===== src/rtl/oflow_calc_iou.sv =====
// oflow_calc_iou: IoU of two axis-aligned boxes, q0.IOU_LEN result.
// Intersection and union are formed combinationally and captured on start.
// A bit-serial restoring divider then produces one quotient bit per cycle.
module oflow_calc_iou #(
  parameter int COORD_LEN = 11,
  parameter int SIZE_LEN  = 8,
  parameter int IOU_LEN   = 22
) (
  input  logic                   clk,
  input  logic                   reset_N,
  input  logic                   start,
  input  logic [4*COORD_LEN-1:0] bbox_position_frame_k,
  input  logic [4*COORD_LEN-1:0] bbox_position_frame_history,
  input  logic [SIZE_LEN-1:0]    bbox_w_frame_k,
  input  logic [SIZE_LEN-1:0]    bbox_h_frame_k,
  input  logic [SIZE_LEN-1:0]    bbox_w_frame_history,
  input  logic [SIZE_LEN-1:0]    bbox_h_frame_history,
  output logic                   valid_iou,
  output logic [IOU_LEN-1:0]     iou
);

  localparam int INTER_LEN = 2*COORD_LEN;
  localparam int UNION_LEN = 2*SIZE_LEN + 1;
  localparam int REM_LEN   = 2*SIZE_LEN + 2;
  localparam int CMP_LEN   = (INTER_LEN > UNION_LEN) ? INTER_LEN : UNION_LEN;
  localparam int CNT_LEN   = (IOU_LEN > 1) ? $clog2(IOU_LEN) : 1;
  localparam logic [CNT_LEN-1:0] CNT_LAST = CNT_LEN'(IOU_LEN - 1);

  typedef enum logic [1:0] {
    IDLE = 2'd0,
    DIV  = 2'd1,
    DONE = 2'd2
  } state_t;

  // Unpacked coordinates: index 0 = X_TL, 1 = Y_TL, 2 = X_BR, 3 = Y_BR.
  logic [COORD_LEN-1:0] coord_k [4];
  logic [COORD_LEN-1:0] coord_h [4];
  // Per-axis overlap length: index 0 = x, 1 = y.
  logic [COORD_LEN-1:0] ovl     [2];

  for (genvar gi = 0; gi < 4; gi++) begin : g_unpack
    assign coord_k[gi] = bbox_position_frame_k[(4-gi)*COORD_LEN-1 -: COORD_LEN];
    assign coord_h[gi] = bbox_position_frame_history[(4-gi)*COORD_LEN-1 -: COORD_LEN];
  end

  // Bottom-right coordinates are exclusive, so touching boxes give hi == lo
  // and therefore zero overlap.
  for (genvar gi = 0; gi < 2; gi++) begin : g_axis
    logic [COORD_LEN-1:0] lo;
    logic [COORD_LEN-1:0] hi;
    assign lo      = (coord_k[gi]   > coord_h[gi])   ? coord_k[gi]   : coord_h[gi];
    assign hi      = (coord_k[gi+2] < coord_h[gi+2]) ? coord_k[gi+2] : coord_h[gi+2];
    assign ovl[gi] = (hi > lo) ? (hi - lo) : '0;
  end

  logic [INTER_LEN-1:0] inter_comb;
  logic [UNION_LEN-1:0] area_k;
  logic [UNION_LEN-1:0] area_h;
  logic [UNION_LEN-1:0] union_comb;
  logic                 union_zero;
  logic                 inter_full;

  // Areas come from the size ports, not from the coordinates; union wraps
  // modulo its width when the inputs are inconsistent.
  assign inter_comb = INTER_LEN'(ovl[0]) * INTER_LEN'(ovl[1]);
  assign area_k     = UNION_LEN'(bbox_w_frame_k) * UNION_LEN'(bbox_h_frame_k);
  assign area_h     = UNION_LEN'(bbox_w_frame_history) * UNION_LEN'(bbox_h_frame_history);
  assign union_comb = area_k + area_h - UNION_LEN'(inter_comb);
  assign union_zero = (union_comb == '0);
  assign inter_full = (CMP_LEN'(inter_comb) >= CMP_LEN'(union_comb));

  state_t               state_reg;
  logic [CNT_LEN-1:0]   cnt_reg;
  logic [REM_LEN-1:0]   rem_reg;
  logic [UNION_LEN-1:0] div_reg;
  logic [IOU_LEN-1:0]   quo_reg;
  logic                 spec_reg;
  logic [IOU_LEN-1:0]   spec_val_reg;
  logic [IOU_LEN-1:0]   iou_reg;
  logic                 valid_reg;

  logic [REM_LEN:0]     rem_shift;
  logic                 q_bit;
  logic [REM_LEN-1:0]   rem_next;
  logic [IOU_LEN-1:0]   quo_next;

  // One restoring step: double the remainder, subtract the divisor if it fits.
  assign rem_shift = {rem_reg, 1'b0};
  assign q_bit     = (rem_shift >= (REM_LEN+1)'(div_reg));
  assign rem_next  = q_bit ? REM_LEN'(rem_shift - (REM_LEN+1)'(div_reg))
                           : REM_LEN'(rem_shift);
  assign quo_next  = {quo_reg[IOU_LEN-2:0], q_bit};

  // Control FSM, divider datapath and registered result.
  always_ff @(posedge clk) begin
    if (!reset_N) begin
      state_reg    <= IDLE;
      cnt_reg      <= '0;
      rem_reg      <= '0;
      div_reg      <= '0;
      quo_reg      <= '0;
      spec_reg     <= 1'b0;
      spec_val_reg <= '0;
      iou_reg      <= '0;
      valid_reg    <= 1'b0;
    end else begin
      case (state_reg)
        IDLE: begin
          valid_reg <= 1'b0;
          if (start) begin
            // Special cases are decided now but still run the full latency.
            state_reg    <= DIV;
            cnt_reg      <= '0;
            quo_reg      <= '0;
            div_reg      <= union_comb;
            spec_reg     <= union_zero | inter_full;
            spec_val_reg <= union_zero ? '0 : '1;
            rem_reg      <= (union_zero | inter_full) ? '0 : REM_LEN'(inter_comb);
          end
        end
        DIV: begin
          rem_reg <= rem_next;
          quo_reg <= quo_next;
          if (cnt_reg == CNT_LAST) begin
            state_reg <= DONE;
            cnt_reg   <= '0;
            iou_reg   <= spec_reg ? spec_val_reg : quo_next;
            valid_reg <= 1'b1;
          end else begin
            cnt_reg <= cnt_reg + 1'b1;
          end
        end
        DONE: begin
          state_reg <= IDLE;
          valid_reg <= 1'b0;
        end
        default: begin
          state_reg <= IDLE;
          valid_reg <= 1'b0;
        end
      endcase
    end
  end

  assign valid_iou = valid_reg;
  assign iou       = iou_reg;

endmodule


===== config.mk =====
export PLATFORM = sky130hd
export DESIGN_NAME = oflow_calc_iou
export DESIGN_NICKNAME = d
export VERILOG_FILES = /design/src/rtl/oflow_calc_iou.sv
export SDC_FILE = /design/constraint.sdc
export NUM_CORES = 1
export LEC_CHECK = 0
export BUFFER_PORTS_ARGS = -buffer_cell sky130_fd_sc_hd__buf_2
export CORE_MARGIN = 5
export CORE_UTILIZATION = 35
export DETAILED_ROUTE_END_ITERATION = 12
export MAX_ROUTING_LAYER = met4
export RECOVER_POWER = 50
export SLEW_MARGIN = 20
export SYNTH_ARGS = -nofsm -noshare
export SYNTH_HDL_FRONTEND = slang
export SYNTH_SLANG_ARGS = --single-unit

===== constraint.sdc =====
create_clock -name clk -period 15.3 [get_ports clk]
set_input_delay 0 -clock clk [delete_from_list [all_inputs] [get_ports clk]]
set_output_delay 0 -clock clk [all_outputs]
set_load 0.01 [all_outputs]

* Yosys cells after proc, flatten, opt, wreduce, memory -nomap -nowiden *
Index checks and enable logic that the tools add are counted.
W data, S select, Z words.

storage, ports and cells
  bits in registers = 109
  input port bits = 123
  output and inout port bits = 23
  logic and storage cells = 59

cells by class
  add/subtract/negate cells = 6
  multipliers = 3
  order comparisons = 8
  equal/unequal tests = 4
  mux-type cells = 20
  bitwise operators = 1
  reduce and logical (&&, ||, !) cells = 8

operators by type and width
  cell                   number
  $mux W11               6
  $mux W18               3
  $gt A11 B11 Y1         4
  $mux W22               2
  $pmux W21 S2           1
  $pmux W18 S2           1
  $mul A8 B8 Y16         2
  $ge A22 B17 Y1         1
  $lt A11 B11 Y1         2
  $mul A11 B11 Y22       1
  $sub A11 B11 Y11       2
  $mux W21               1
  $ge A19 B17 Y1         1
  $sub A18 B17 Y18       1
  $add A16 B16 Y17       1
  $logic_not A17 Y1      1
  $sub A17 B17 Y17       1
  $mux W5                2
  $pmux W5 S2            1
  $reduce_and A2 Y1      5
  $add A5 B1 Y5 const B  1
  $eq A5 B5 Y1 const B   1
  $mux W2                2
  $ne A2 B2 Y1 const B   2
  5 further kinds        5

* Longest topological paths before layout *
Gate-level depths: netlist (run 1).

  word-level depth = 11
  depth in mapped cells = 69
  depth with buffers taken out = 66

* Worst setup path after synthesis (run 1) *
Ideal clock, no wire load.

  kind = input -> register
  start point = input port bbox_position_frame_history[34]
  end point = register rem_reg[0]
  setup time = 86 ps
  arrival time = 14,815 ps
  data required time = 15,214 ps
  setup slack = 399 ps
  stages on the path = 66
  buffers on the path = 2
  cell sequence = inv_1 > ha_1 > nor2b_1 > o21a_1 > o21a_1 > o211ai_1 > a21boi_0 > o21ai_0 > a21oi_1 > o31a_1 > clkbuf_1 > mux2_2 > ha_1 > nor2b_1 > o21ai_0 > a21boi_0 > o22a_1 > a211oi_1 > [30 not listed] > fa_1 > inv_1 > ha_1 > nand4_1 > nor3_1 > a211oi_1 > and3b_1 > a31o_2 > nor2b_1 > ha_1 > a21o_1 > a21oi_1 > o221ai_1 > a41oi_1 > o21ai_0 > nor3_4 > or3b_1 > a221oi_2

on the way
  word-level cells in the longest chain between the ends = 11
  elaborated cells between the ends (all ways) = 13
  those cells by class = 2 x add/sub; 1 x mul; 3 x order compare; 5 x mux; 1 x bitwise; 1 x reduce/logical

ends and longest elaborated chain
  what                                                 line    source
  from (decl)                                          13      input logic [4*COORD_LEN-1:0] bbox_position_frame_history,
  $gt A11 B11 Y1                                       51      assign lo = (coord_k[gi] > coord_h[gi]) ? coord_k[gi] : coord_h[gi];
  $mux W11 (*)                                         51
  $sub A11 B11 Y11 or $gt A11 B11 Y1 (tied branches)   53      assign ovl[gi] = (hi > lo) ? (hi - lo) : '0;
  $mux W11 (*)                                         53
  $mul A11 B11 Y22 (*)                                 65      assign inter_comb = INTER_LEN'(ovl[0]) * INTER_LEN'(ovl[1]);
  $sub A17 B17 Y17                                     68      assign union_comb = area_k + area_h - UNION_LEN'(inter_comb);
  $ge A22 B17 Y1 or $logic_not A17 Y1 (tied branches)  70, 69
  $or A1 B1 Y1                                         118     rem_reg <= (union_zero | inter_full) ? '0 : REM_LEN'(inter_comb);
  $mux W18 (*)                                         118
  $mux W18 (*)                                         110     if (start) begin
  $pmux W18 S2 (*)                                     107     case (state_reg)
  to (signal assigned)                                 118
  to (signal assigned)                                 122     rem_reg <= rem_next;
  to (decl)                                            74      logic [REM_LEN-1:0] rem_reg;

Every way passes the cells marked *; elsewhere a longest branch is shown, timed or not. The select of a mux whose other input is x is not followed.
A chain may end at the register's enable or synchronous reset.

* Worst setup path in the final report (run 1) *
  start point = input port bbox_position_frame_history[23]
  end point = register rem_reg[12]

The elaborated chain is that of the path after synthesis.

==> results of run 1 <==
## how the worst max path moves through the flow
stage | start | to | slack (ns)
final | bbox_position_frame_history[23] | rem_reg[12] | 0.65
after global routing | bbox_position_frame_history[23] | rem_reg[12] | -0.09
after CTS | bbox_position_frame_k[1] | rem_reg[0] | 0.20
after detailed placement | bbox_position_frame_k[1] | rem_reg[0] | -0.13
after global placement | bbox_position_frame_k[1] | rem_reg[0] | 0.03
after floorplan | bbox_position_frame_history[34] | rem_reg[0] | 0.40
## cell usage after synthesis, types with 14 or more instances
master,instances,area [um2]
nand3_1,48,240
ha_1,229,2870
o21a_1,18,135
xnor2_1,43,377
clkbuf_1,61,229
and2_1,76,475
a21o_1,34,255
xor2_1,14,123
a211oi_1,33,248
nor2b_1,18,113
mux2i_1,23,230
dfxtp_1,88,1760
inv_1,351,1320
o21ai_0,50,250
fa_1,194,3880
mux2_2,22,248
a21oi_1,114,571
o211ai_1,15,113
a22o_1,20,175
nor2_1,145,544
nand2_1,198,743
nand4_1,15,93.8
nand2b_1,15,93.8
## cells by family after synthesis
| group | synth area share [%] |
|---|---|
| AO/OA/AOI/OAI | 15.3 |
| XOR/XNOR | 3.09 |
| adder cells (fa/ha/maj) | 41.7 |
| buffers and inverters | 9.62 |
| flip-flops | 10.9 |
| multiplexers | 2.96 |
| AND/OR/NAND/NOR | 16.4 |
## placed cells by master, fill, tap and decap left out, types with 34 or more instances in the layout
| cell | instances |
|---|---|
| a21o_1 | 34 |
| a21oi_1 | 111 |
| and2_1 | 77 |
| buf_2 | 122 |
| buf_4 | 46 |
| dfxtp_1 | 88 |
| fa_1 | 194 |
| ha_1 | 226 |
| inv_1 | 348 |
| nand2_1 | 196 |
| nand3_1 | 48 |
| nor2_1 | 141 |
| o21ai_0 | 45 |
| xnor2_1 | 40 |
## final cells by class
class	count	area, um2	area share (%)
diodes	2	5.00	0.0275
clock buffers	9	225	1.24
flip-flops and latches	88	1760	9.69
clock inverters	7	67.6	0.372
inverters	351	1320	7.25
repair buffers	195	1070	5.91
multi-input cells	1461	13000	71.4
well taps	600	751	4.13
## metal layers
metal / wire [um] / up-vias
met2: 20100 / 328
met1: 21300 / 6713
met5: 0 / -
met3: 1990 / 52
li1: - / 6778
met4: 698 / 0
## timing repair
item                                   4_1_cts  5_1_grt
endpoints found under the hold margin        0        0
setup buffers                                0        8
resized for setup                            0       39
setup endpoints to repair                    0       19
## metrics by stage
stage	hold WS (ns)	utilization (%)
6_report	0.101	39.9
2_1_floorplan	0.286	-
5_1_grt	0.129	39.9
4_1_cts	0.103	39.6
3_3_place_gp	0.417	38.9
3_5_place_dp	0.418	38.9
## worst min-delay path, delay by kind of cell
family	cells	cell delay, ns
AND/OR/NAND/NOR	1	0.04
buffers and inverters	1	0.23
AO/OA/AOI/OAI	1	0.13
==> results.md, run 1 <==
* Status: finished with violations
* Failing checks: capacitance limit, slew limit
* Die Ht at around 220 um
* Syn nets at about 2500
* Place WS at -0.129 ns
* Worst reg2reg setup slack at between 10 and 15 ns
* Clock Path Buffers at 2
* Placed Instance Area at between 15000 and 20000 um2
* Final Hold Vio Count at 0
* GPL Wtd Cong at 0.925
* Post-synth EDFFs at 0
* Largest net degree at the start of global routing at 59
* Mapped Area at 16200 um2
* First-pass GRT wire length at approximately 74000 um
* Crit path max-delay family: adder cells
* CTS tree: built
* Most Crowded Layer GR: met2
* YS warnings at 0
* Slew Viols, Final at 44
* Worst-margin pin slew at approximately 1.6 ns
* DRT Wirelength at between 40000 and 50000 um
* Fillcell total at 4654
* Library cells used by synthesis at 70
* Initial antenna violation count at 2
* Layout cells sized above 1 at a little under an eighth
* Syn Area/Cell at approximately 8 um2
* Congestion Overflow GR at 0
* Final WS setup at ~0.65 ns
* Site Rows at 78
* Hold bufs inserted after CTS at 0
* Core Box Area at approximately 46000 um2
* CP max FO at 8
* Cell depth of the worst setup path at 65
* Seq/Total Area, Yosys at a little over a tenth
* Worst skew pair latency at 0.35 ns
* GR Util met1 at between 20% and 30%
* Hold worst-path end: rem_reg[1]
* Num CTS Buffers at 9
* H-tree depth at 3
* Buffers & Inverters on Critical Path at 14
* Max-Cap Viols at 1
* Starting density of the core at a little over a third
* Critical Path RT at roughly 16 ns
* Nets at roughly 2700
* Setup TNS at 0 ns
* Post-synth ARST share at 0%
* Met2 Track Usage GR at between 20 and 30%
* Primary FF master, synth: dfxtp_1
* Global Route met3 Usage at under 10%
* Detailed Routing Iterations Pass 1 at 5
* Final setup vio count at 0
* RR Endpoint: rem_reg[12]
* IO Count at 146
* Min-delay src: reset_N
* Post-route ant nets at 0
* Total GRT Usage at 18.1%
* Syn Inst Count at 1963
* Skew final at 0.00768 ns
* Crit path capture type: flip-flop
* Final period utilization at 95.7%
* R2R Path Start: div_reg[1]
* CP max stage delay at around 0.57 ns
* CP Launch Type: primary input
* Final Cell Area at around 18000 um2
* Critical path class: in2reg
* Routed vias at about 14000
* Vias per inst at 5.11
* Slew margin rel. at -8.75%
* Hold Path Depth at 3
* Max reg flops at 22
* Layout area overhead at 12.4%
* Fmax at slightly below 70 MHz
* Root Buffer Master: clkbuf_16
* Routed len/inst at roughly 16 um
* Clock transition at the registers of the reported paths at approximately 0.07 ns
* CTS sink count at between 80 and 90
* Slowest CP cell: fa_1
* Total Die Area at between 50000 and 60000 um2
* Most frequent CP cell: fa_1
* Fin crit period at about 15 ns
* IO buf count at 145
* Hold Crit Class: in2reg
* HPWL Detailed at 37700 um
* Synthesized flop and latch total at 88
* Die X-Extent at 225 um
* Cell count of the worst reg-to-reg path at 11
* Non-Filler Instances at ~2700
* Crit path arrival time at between 10 and 15 ns
* Vias in the first global route at roughly 14000
* Number of remaining DRC errors at 0
* Cell total after placement at between 2000 and 3000
* Initial drt markers at between 600 and 700
Power of run 1 is not shown: default switching activity piles up to over one toggle a cycle in this logic, so the estimate is an artifact.
==> run 2: changes to the inputs <==
--- a/config.mk
+++ b/config.mk
@@ -7,7 +7,7 @@
 export LEC_CHECK = 0
 export BUFFER_PORTS_ARGS = -buffer_cell sky130_fd_sc_hd__buf_2
 export CORE_MARGIN = 5
-export CORE_UTILIZATION = 35
+export CORE_UTILIZATION = 40
 export DETAILED_ROUTE_END_ITERATION = 12
 export MAX_ROUTING_LAYER = met4
 export RECOVER_POWER = 50
==> constraint.sdc (replaced) <==
create_clock -name clk -period 12.64 [get_ports clk]
set_input_delay 0 -clock clk [delete_from_list [all_inputs] [get_ports clk]]
set_output_delay 0 -clock clk [all_outputs]
set_load 0.01 [all_outputs]
==> run 2 against run 1 <==
The run ends with capacitance limit, slew limit, setup timing left. First-iteration DRC count is 20% higher. Flip-flop and latch count stayed put. Clock-buffer cell count stayed put. Critical path depth is 25 higher. Register-to-register slack worse by 2.4 ns. Global-route usage is 3.2 points higher. Wire length is 5.7% higher. Sequential share of layout area is 1.5 points lower. Final area is 18% higher. Die area is 12% lower. Via count is 9.6% higher. Critical endpoint is now rem_reg[11].
==> results.md, run 2 (synthesis gave the netlist of run 1 again) <==
* Start point of the critical path: bbox_position_frame_history[23] (unchanged)
* CP max FO at 6 (was 8)
* Layout cells sized above 1 at 28.6% (was 11.8%)
* First-pass GRT wire length at 77500 um (was 73900 um)
* HPWL Detailed at 38000 um (was 37700 um)
* Core Box Area at 39900 um2 (was 45600 um2)
* Routed len/inst at 15.6 um (was 16.2 um)
* R2R Path Start: div_reg[1] (unchanged)
* Detailed Routing Iterations Pass 1 at 6 (was 5)
* Final period utilization at 106%
* GPL Wtd Cong at 0.917 (was 0.925)
* Nets at 2996 (was 2652)
* Worst skew pair latency at 0.35 ns (about the same)
* Root Buffer Master: clkbuf_16 (unchanged)
* # diodes at 0 (was 2)
* Crit path capture type: flip-flop (unchanged)
* Critical Path RT at 12.91 ns (was 15.53 ns)
* Slew Viols, Final at 44 (unchanged)
* Final WS setup at -0.697 ns (was 0.651 ns)
* Largest net degree at the start of global routing at 59 (unchanged)
* IO Count at 146 (unchanged)
* Initial drt markers at 834 (was 696)
* Worst reg2reg setup slack at 9.18 ns (was 11.58 ns)
* Vias per inst at 5.10 (was 5.11)
* Slew margin rel. at -7.39% (was -8.75%)
* Skew final at 0.00690 ns (was 0.00768 ns)
* Post-route ant nets at 0 (unchanged)
* Total GRT Usage at 21.3% (was 18.1%)
* RSZ-0062 raised after global routing: true
* Hold slack at 0.113 ns (was 0.101 ns)
* CP Launch Type: primary input (unchanged)
* Max reg flops at 22 (unchanged)
* Place WS at -1.37 ns (was -0.129 ns)
* Routed vias at 15200 (was 13900)
* Cell count of the worst reg-to-reg path at 12 (was 11)
* H-tree depth at 3 (unchanged)
* Critical path class: in2reg (unchanged)
* Crit path arrival time at 13.60 ns (was 14.88 ns)
* Crit path to: rem_reg[11] (was rem_reg[12])
* Final core area utilization at 53.8% (was 39.9%)
* Hold Crit Class: in2reg (unchanged)
* Final Cell Area at 21500 um2 (was 18200 um2)
* Worst-margin pin slew at 1.61 ns (was 1.63 ns)
* Status: finished with violations (unchanged)
* Most frequent CP cell: buf_4 (was fa_1)
* Layout area overhead at 32.8% (was 12.4%)
* Slowest CP cell: fa_1 (unchanged)
* Vias in the first global route at 15700 (was 14200)
* Clock Path Buffers at 2 (unchanged)
* CP max stage delay at 0.54 ns (was 0.57 ns)
* Initial antenna violation count at 0 (was 2)
* Fin crit period at around 13 ns
* DRT Wirelength at 46600 um (was 44100 um)
* Placed Instance Area at 19800 um2 (was 17800 um2)
* Congestion Overflow GR at 0 (unchanged)
* CTS sink count at 88 (unchanged)
* Max-Cap Viols at 1 (unchanged)
* Final Hold Vio Count at 0 (unchanged)
* RR Endpoint: rem_reg[8] (was rem_reg[12])
* Commonest non-fill, non-tap cell in the layout: buf_4 (was inv_1)
* Fmax at about 75 MHz
* Failing checks: capacitance limit, slew limit, setup timing (was capacitance limit, slew limit)
* Final setup vio count at 18 (was 0)
* IO buf count at 145 (unchanged)
* Die Ht at 211 um (was 225 um)
* Number of remaining DRC errors at 0 (unchanged)
* Clock transition at the registers of the reported paths at 0.07 ns (about the same)
* Commonest non-fill, non-tap cells in the layout: buf_4, inv_1, ha_1 (was inv_1, ha_1, nand2_1)
* CTS tree: built (unchanged)
* Num CTS Buffers at 9 (unchanged)
* Total Die Area at 44600 um2 (was 50600 um2)
* Site Rows at 73 (was 78)
* Die X-Extent at 211 um (was 225 um)
* Starting density of the core at 40.5% (was 35.5%)
==> run 2: worst min path at each step <==
| stage | startpoint | endpoint | depth (start not counted) | slack, ns |
|---|---|---|---|---|
| floorplan | start | spec_val_reg[20] | 4 | 0.29 |
| global placement | iou[9] | iou[9] | 1 | 0.42 |
| finish | reset_N | cnt_reg[4] | 3 | 0.11 |
| CTS | reset_N | rem_reg[3] | 3 | 0.07 |
| detailed placement | iou[10] | iou[10] | 1 | 0.42 |
| global route | reset_N | rem_reg[16] | 3 | 0.13 |
==> run 2: final cells by class <==
type	instances	area (um2)
Sequential cell	88	1760
Clock buffer	9	225
Timing Repair Buffer	536	3730
Clock inverter	7	76.3
Fill cell	3678	18400
Tap cell	525	657
Multi-Input combinational cell	1464	13700
Inverter	351	1340
==> run 2: metrics by stage <==
stage / cells / TNS [ns]
after detailed placement: 2862 / -23.85
after global placement: 2862 / -20.24
after floorplan: 1963 / -7.53
final: 2980 / -9.84
after global routing: 2980 / -19.47
after CTS: 2970 / -6.45
==> run 2: critical path: cells and delay by family <==
kind                       cells  cell delay (ns)
adders and majority gates      8             3.22
buffers and inverters         59             6.92
AOI/OAI and AO/OA             15             2.27
xor gates and xnor gates       1             0.22
and+or+nand+nor                6             0.75
muxes                          1             0.20
==> run 2: what timing repair did <==
action,in CTS,in global routing
gates resized for setup,111,48
endpoints found under the setup margin,19,19
hold buffers,0,0
gates cloned,4,0
pin swaps,62,44
buffers inserted,89,12
==> run 2: per-layer routing <==
metal	share of wire, %	GRT usage, %	up-vias
li1	-	-	7456
met1	47	29.7	7324
met2	47	34.3	366
met3	5.3	2.84	52
met4	1.1	2.68	0
met5	0	-	-
Power of run 2 is left out for the same reason.
